### src/rtl/wb_sdrc_traffic_gen_if.sv
// Wishbone master-side bus bundle for the SDRAM traffic generator.
interface wb_sdrc_traffic_gen_if #(
  parameter int AW = 26,
  parameter int DW = 32
);
  logic            cyc;
  logic            stb;
  logic            we;
  logic [AW-1:0]   addr;
  logic [DW-1:0]   dat_w;
  logic [DW/8-1:0] sel;
  logic [2:0]      cti;
  logic            ack;
  logic [DW-1:0]   dat_r;

  modport master (
    output cyc, stb, we, addr, dat_w, sel, cti,
    input  ack, dat_r
  );

  modport slave (
    input  cyc, stb, we, addr, dat_w, sel, cti,
    output ack, dat_r
  );
endinterface

### src/rtl/wb_sdrc_traffic_gen.sv
// Self-checking Wishbone master: writes LFSR bursts, reads them back, counts mismatches.
// WB_TRAFFIC_BURST_EN selects incrementing bursts (cti 010/111) instead of classic single cycles.
module wb_sdrc_traffic_gen #(
  parameter int          AW   = 26,
  parameter int          DW   = 32,
  parameter int          BLEN = 8,
  parameter logic [31:0] SEED = 32'hACE1_2345
) (
  input  logic                  wb_clk_i,
  input  logic                  wb_rst_i,
  input  logic                  start_i,
  input  logic [AW-1:0]         base_addr_i,
  input  logic [15:0]           num_bursts_i,
  input  logic                  sdr_init_done_i,
  wb_sdrc_traffic_gen_if.master wb,
  output logic                  busy_o,
  output logic                  done_o,
  output logic                  pass_o,
  output logic [15:0]           err_cnt_o,
  output logic [AW-1:0]         first_err_addr_o
);
  localparam int          STEP = DW / 8;
  localparam logic [31:0] POLY = 32'h8020_0003;

  typedef enum logic [2:0] {S_IDLE, S_WAIT_INIT, S_WR, S_RD, S_DONE} state_t;

  state_t        r_state;
  logic [31:0]   r_lfsr;
  logic [AW-1:0] r_addr;
  logic [AW-1:0] r_base;
  logic [15:0]   r_num;
  logic [15:0]   r_burst;
  logic [3:0]    r_beat;
  logic          r_stb;
  logic          r_we;
  logic          r_busy;
  logic          r_done;
  logic          r_pass;
  logic [15:0]   r_err;
  logic [AW-1:0] r_ferr;

  logic          w_ack;
  logic          w_last_beat;
  logic          w_last_burst;
  logic          w_mis;
  logic [31:0]   w_lfsr_nxt;
  logic [15:0]   w_err_nxt;

  assign w_ack        = r_stb & wb.ack;
  assign w_last_beat  = (r_beat == 4'(BLEN - 1));
  assign w_last_burst = (r_burst == (r_num - 16'd1));
  assign w_mis        = (wb.dat_r != r_lfsr[DW-1:0]);
  // Galois form, shifting right; POLY holds the x^32, x^22, x^2, x^1 feedback taps.
  assign w_lfsr_nxt   = {1'b0, r_lfsr[31:1]} ^ (r_lfsr[0] ? POLY : 32'h0);
  assign w_err_nxt    = (r_state == S_RD && w_ack && w_mis && r_err != 16'hFFFF)
                        ? r_err + 16'd1 : r_err;

  always_ff @(posedge wb_clk_i) begin
    if (wb_rst_i) begin
      r_state <= S_IDLE;
      r_lfsr  <= SEED;
      r_addr  <= '0;
      r_base  <= '0;
      r_num   <= '0;
      r_burst <= '0;
      r_beat  <= '0;
      r_stb   <= 1'b0;
      r_we    <= 1'b0;
      r_busy  <= 1'b0;
      r_done  <= 1'b0;
      r_pass  <= 1'b0;
      r_err   <= '0;
      r_ferr  <= '0;
    end else begin
      case (r_state)
        S_IDLE: begin
          if (start_i) begin
            r_base  <= base_addr_i;
            r_addr  <= base_addr_i;
            r_num   <= num_bursts_i;
            r_lfsr  <= SEED;
            r_beat  <= '0;
            r_burst <= '0;
            r_err   <= '0;
            r_ferr  <= '0;
            if (num_bursts_i == 16'd0) begin
              r_state <= S_DONE;
              r_done  <= 1'b1;
              r_pass  <= 1'b1;
            end else begin
              r_state <= S_WAIT_INIT;
              r_busy  <= 1'b1;
              r_done  <= 1'b0;
              r_pass  <= 1'b0;
            end
          end
        end
        S_WAIT_INIT: begin
          if (sdr_init_done_i) begin
            r_state <= S_WR;
            r_stb   <= 1'b1;
            r_we    <= 1'b1;
          end
        end
        S_WR, S_RD: begin
          if (w_ack) begin
            r_addr <= r_addr + AW'(STEP);
            r_lfsr <= w_lfsr_nxt;
            r_err  <= w_err_nxt;
            if (r_state == S_RD && w_mis && r_err == 16'd0)
              r_ferr <= r_addr;
            if (w_last_beat) begin
              r_beat <= '0;
              r_stb  <= 1'b0;
              if (w_last_burst) begin
                r_burst <= '0;
                r_we    <= 1'b0;
                if (r_state == S_WR) begin
                  // Read-back replays the same sequence from the same start point.
                  r_state <= S_RD;
                  r_addr  <= r_base;
                  r_lfsr  <= SEED;
                end else begin
                  r_state <= S_DONE;
                  r_busy  <= 1'b0;
                  r_done  <= 1'b1;
                  r_pass  <= (w_err_nxt == 16'd0);
                end
              end else begin
                r_burst <= r_burst + 16'd1;
              end
            end else begin
              r_beat <= r_beat + 4'd1;
`ifndef WB_TRAFFIC_BURST_EN
              r_stb  <= 1'b0;
`endif
            end
          end else if (!r_stb) begin
            r_stb <= 1'b1;
          end
        end
        S_DONE:  r_state <= S_IDLE;
        default: r_state <= S_IDLE;
      endcase
    end
  end

  assign wb.cyc  = r_stb;
  assign wb.stb  = r_stb;
  assign wb.we   = r_we;
  assign wb.addr = r_addr;
  assign wb.dat_w = (r_stb && r_we) ? r_lfsr[DW-1:0] : '0;
  assign wb.sel  = {STEP{r_stb}};
`ifdef WB_TRAFFIC_BURST_EN
  assign wb.cti  = r_stb ? (w_last_beat ? 3'b111 : 3'b010) : 3'b000;
`else
  assign wb.cti  = 3'b000;
`endif

  assign busy_o           = r_busy;
  assign done_o           = r_done;
  assign pass_o           = r_pass;
  assign err_cnt_o        = r_err;
  assign first_err_addr_o = r_ferr;
endmodule

### src/flat_wrapper.sv
// flat-port wrapper written by rule: the top's interface ports become plain ports
module wb_sdrc_traffic_gen_flat 
#(
  parameter int          AW   = 26,
  parameter int          DW   = 32,
  parameter int          BLEN = 8,
  parameter logic [31:0] SEED = 32'hACE1_2345
)
  (wb_clk_i, wb_rst_i, start_i, base_addr_i, num_bursts_i, sdr_init_done_i, busy_o, done_o, pass_o, err_cnt_o, first_err_addr_o, wb_cyc, wb_stb, wb_we, wb_addr, wb_dat_w, wb_sel, wb_cti, wb_ack, wb_dat_r);
  wb_sdrc_traffic_gen_if #(.AW(AW), .DW(DW)) wb_i ();
  input  logic wb_clk_i;
  input  logic wb_rst_i;
  input  logic start_i;
  input  logic [AW-1:0] base_addr_i;
  input  logic [15:0] num_bursts_i;
  input  logic sdr_init_done_i;
  output logic busy_o;
  output logic done_o;
  output logic pass_o;
  output logic [15:0] err_cnt_o;
  output logic [AW-1:0] first_err_addr_o;
  output wire logic [$bits(wb_i.cyc)-1:0] wb_cyc;
  output wire logic [$bits(wb_i.stb)-1:0] wb_stb;
  output wire logic [$bits(wb_i.we)-1:0] wb_we;
  output wire logic [$bits(wb_i.addr)-1:0] wb_addr;
  output wire logic [$bits(wb_i.dat_w)-1:0] wb_dat_w;
  output wire logic [$bits(wb_i.sel)-1:0] wb_sel;
  output wire logic [$bits(wb_i.cti)-1:0] wb_cti;
  input wire logic [$bits(wb_i.ack)-1:0] wb_ack;
  input wire logic [$bits(wb_i.dat_r)-1:0] wb_dat_r;
  assign wb_cyc = wb_i.cyc;
  assign wb_stb = wb_i.stb;
  assign wb_we = wb_i.we;
  assign wb_addr = wb_i.addr;
  assign wb_dat_w = wb_i.dat_w;
  assign wb_sel = wb_i.sel;
  assign wb_cti = wb_i.cti;
  assign wb_i.ack = wb_ack;
  assign wb_i.dat_r = wb_dat_r;
  wb_sdrc_traffic_gen #(.AW(AW), .DW(DW), .BLEN(BLEN), .SEED(SEED)) u_core (.wb_clk_i(wb_clk_i), .wb_rst_i(wb_rst_i), .start_i(start_i), .base_addr_i(base_addr_i), .num_bursts_i(num_bursts_i), .sdr_init_done_i(sdr_init_done_i), .wb(wb_i), .busy_o(busy_o), .done_o(done_o), .pass_o(pass_o), .err_cnt_o(err_cnt_o), .first_err_addr_o(first_err_addr_o));
endmodule
### config.mk
export PLATFORM = sky130hd
export DESIGN_NAME = wb_sdrc_traffic_gen_flat
export DESIGN_NICKNAME = d
export VERILOG_FILES = /design/src/rtl/wb_sdrc_traffic_gen_if.sv /design/src/rtl/wb_sdrc_traffic_gen.sv /design/src/flat_wrapper.sv
export SDC_FILE = /design/constraint.sdc
export NUM_CORES = 1
export LEC_CHECK = 0
export CORE_MARGIN = 2
export CORE_UTILIZATION = 40
export DETAILED_ROUTE_END_ITERATION = 7
export DONT_BUFFER_PORTS = 1
export MAX_ROUTING_LAYER = met4
export PLACE_DENSITY = 0.55
export SYNTH_ARGS = -nofsm -noshare
export SYNTH_HDL_FRONTEND = slang
export SYNTH_SLANG_ARGS = --single-unit
### constraint.sdc
create_clock -name wb_clk_i -period 8.45 [get_ports wb_clk_i]
set_input_delay 2.1125 -clock wb_clk_i [delete_from_list [all_inputs] [get_ports wb_clk_i]]
set_output_delay 2.1125 -clock wb_clk_i [all_outputs]
set_load 0.01 [all_outputs]
==> summary.txt <==
Global route
  – Vias in the first global route: 7917
  – First-pass GRT wire length: 44120 µm
  – Largest net degree at the start of global routing: 143
  – Tot GR Track Use: 0.2305
  – Grt ovf: 0
  – Antenna violations before repair: 0

Worst setup path
  – Max incr delay on CP: 690 ps
  – Maximum fanout along the worst path: 18
  – Critical path's top delay family: compound AO/OA/AOI/OAI gates
  – Buf/Inv on CP: 0
  – CP Launch Type: input port
  – Worst EP arrival: 5030 ps
  – Reg2reg end: u_core.wb.addr[2]$_SDFFE_PP0P_
  – Worst-path cell chain: xor2_1, nor4_1, nand4_1, o211ai_1, nor2_1, a311o_1, a222oi_1, a41o_1
  – Worst path required time: 8820 ps
  – Reg2reg start: u_core.r_num[0]$_SDFFE_PP0P_
  – Critical path class: input port to flip-flop
  – FF-to-FF setup slack: 4380 ps
  – Slowest CP cell: o211ai_1
  – Crit. End Element: flip-flop
  – Cells on worst reg2reg path: 10

Synthesis
  – Post-synth EDFFs: 0
  – Cells after synthesis: 1202
  – Yosys Warn Count: 0
  – Yosys top cell area share: 0.3637
  – Post-Syn Area per Cell: 7.784 µm²
  – Cell taking the most area after synthesis: dfxtp_1
  – Top-count cell post-synth: dfxtp_1
  – Register area share after synthesis: 0.3637
  – Top FF cell, synth: dfxtp_1
  – Top cells by count, synth: dfxtp_1 (170), nand2_1 (160), a21oi_1 (137)
  – Flops & latches, synth: 170
  – Mapped Area: 9356 µm²
  – Ranking of synthesized cells by area: dfxtp_1 (36%), a21oi_1 (7.3%), nand2_1 (6.4%)
  – Count of cell types in the netlist: 79
  – FFs w/ async S/R, synth: 0

Clocking
  – Setup bufs post-CTS: 0
  – CTS tree: yes
  – Root buf cell: clkbuf_16
  – Longest Clk Path Bufs: 2
  – Total CTS buffers: 17
  – Clock slew at reported path FFs: 70 ps
  – Worst skew pair latency: 430 ps
  – Post-CTS resize count: 0
  – Max H-tree Level: 4
  – Clock sink count: 170
  – Post-CTS Hold Fix Bufs: 0

Drt
  – Initial DRC Count: 588
  – Routed WL: 27770 µm
  – Antenna Nets Post-Route: 0
  – Drt pass-1 iters: 5
  – WL/cell: 19.06 µm
  – Vias: 8403
  – DR vias/cell: 5.767
  – Drt drc: 0

Die
  – DIE AREA: 24630 µm²
  – Rows: 55
  – Die X: 156.9 µm
  – Core box area: 22780 µm²
  – Die extent in y: 156.9 µm
  – I/O pin total: 192
  – Initial Utilization: 0.4108

Place
  – Post-DP HPWL: 18340 µm
  – IO buf count: 0
  – Global placer's final weighted congestion: 0.8504
  – Dpl cell area: 9405 µm²

Worst hold path
  – Hold Crit Class: flip-flop to flip-flop
  – Worst Hold Launch: u_core.r_base[16]$_SDFFE_PP0P_
  – Hold Path Cell Cnt: 2
  – Hold Path End: u_core.r_base[16]$_SDFFE_PP0P_

Timing
  – RSZ-0062 raised after global routing: false
  – Final Max Tran Viols: 0
  – Fin crit period: 4666 ps
  – Fmax: 214.3 MHz
  – Measured slew at the worst slew-check pin: 1120 ps
  – Final hold violations: 0
  – Worst slew margin: 0.2505
  – Fin crit share: 0.5522
  – Fin Clk Skew: 14.05 ps
  – Final setup fails: 0
  – Setup TNS: 0 ps

Power
  – Leakage: 3.533 nW
  – Total power: 1.877 mW
  – PwrDens: 188.2 nW/µm²
  – Worst IR drop on VDD: 0.1219 mV

Finish
  – Fin area: 9970 µm²
  – Antenna diode count: 0
  – Share of layout cells above drive strength 1: 0.06556
  – Final core utilization: 0.4377
  – Fill cell total of the finished layout: 2321
  – Area delta synth->final: 6.553%
  – Layout Nets: 1216

Run status
  – Outcome: finished clean

Flow run
  – Max-Cap Viols: 0
## sequential cells by signal (all words and copies together), names as in the netlist, 3 cells and up
signal,count
u_core.r_burst,16
u_core.r_beat,4
u_core.r_num,16
u_core.r_lfsr,32
u_core.wb.addr,26
u_core.r_base,26
u_core.first_err_addr_o,26
u_core.r_state,3
u_core.err_cnt_o,16
## worst max path at each step
stage,start,cells after the start,slack (ps),to
2_1_floorplan,wb_dat_r[31],8,4390,u_core.pass_o$_SDFFE_PP0P_
3_3_place_gp,wb_dat_r[25],8,3530,u_core.pass_o$_SDFFE_PP0P_
3_5_place_dp,wb_dat_r[25],8,3460,u_core.pass_o$_SDFFE_PP0P_
4_1_cts,wb_dat_r[25],8,3870,u_core.pass_o$_SDFFE_PP0P_
5_1_grt,wb_dat_r[11],8,3570,u_core.pass_o$_SDFFE_PP0P_
6_report,wb_dat_r[11],8,3780,u_core.pass_o$_SDFFE_PP0P_
## worst register-to-register path, stage by stage, from the launching register on
cell and delay [ps]:
dfxtp_1 520, inv_1 90, ha_1 380, o21bai_1 300, a31oi_1 210, a31oi_1 60, o32ai_1 870, o211ai_4 250
nor2_2 700, mux2_2 410, a32o_1 190
## final cells by class
cell class | instances | area, µm² | share of cell area
multi-input cells | 917 | 5487 | 0.5503
flip-flops and latches | 170 | 3403 | 0.3414
clock buffers | 19 | 432.9 | 0.04342
well taps | 313 | 391.6 | 0.03928
clock inverters | 13 | 131.4 | 0.01318
inverters | 17 | 63.81 | 0.006401
repair buffers | 8 | 60.06 | 0.006024
## layout by cell type, fill, tap and decap left out, drive strengths merged, types with 11 or more instances in the layout
| master | n |
|---|---|
| nand3 | 82 |
| a21o | 14 |
| xnor2 | 21 |
| xor2 | 54 |
| o211ai | 11 |
| nand4 | 17 |
| dfxtp | 170 |
| nor4 | 23 |
| a21boi | 14 |
| inv | 25 |
| a211oi | 15 |
| o21ai | 40 |
| nor2 | 69 |
| a31oi | 26 |
| a21oi | 138 |
| mux2i | 21 |
| clkbuf | 19 |
| nand2 | 160 |
| nor3 | 45 |
| and3 | 54 |
## stage by stage
step           hold slack [ps]  instances  setup slack, ps
2_1_floorplan            431.1       1204             4389
3_3_place_gp             435.4       1425             3526
3_5_place_dp             439.2       1425             3464
4_1_cts                  448.3       1457             3875
5_1_grt                  474.2       1457             3574
6_report                 449.4       1457             3784
## kinds of logic after synthesis
kind of cell / after synthesis / share of synthesized area
AO/OA/AOI/OAI: 306 / 0.2046
XOR/XNOR: 75 / 0.07021
adder cells (fa/ha/maj): 6 / 0.008023
buffers and inverters: 117 / 0.05416
flip-flops: 170 / 0.3637
multiplexers: 24 / 0.02608
other: 1 / 0.0004008
AND/OR/NAND/NOR: 503 / 0.2728
## power by group
part	internal (mW)	switching, mW
logic	0.0776	0.142
clock network	0.416	0.358
registers	0.831	0.0519
total	1.32	0.552
## routing by layer
metal	part of all wire	vias to the layer above	track usage
li1	-	4169	-
met1	0.46	4003	0.3030
met2	0.47	206	0.3617
met3	0.058	25	0.05149
met4	0.013	0	0.05461
met5	0	-	-
Power figures use the tool's default switching activity.
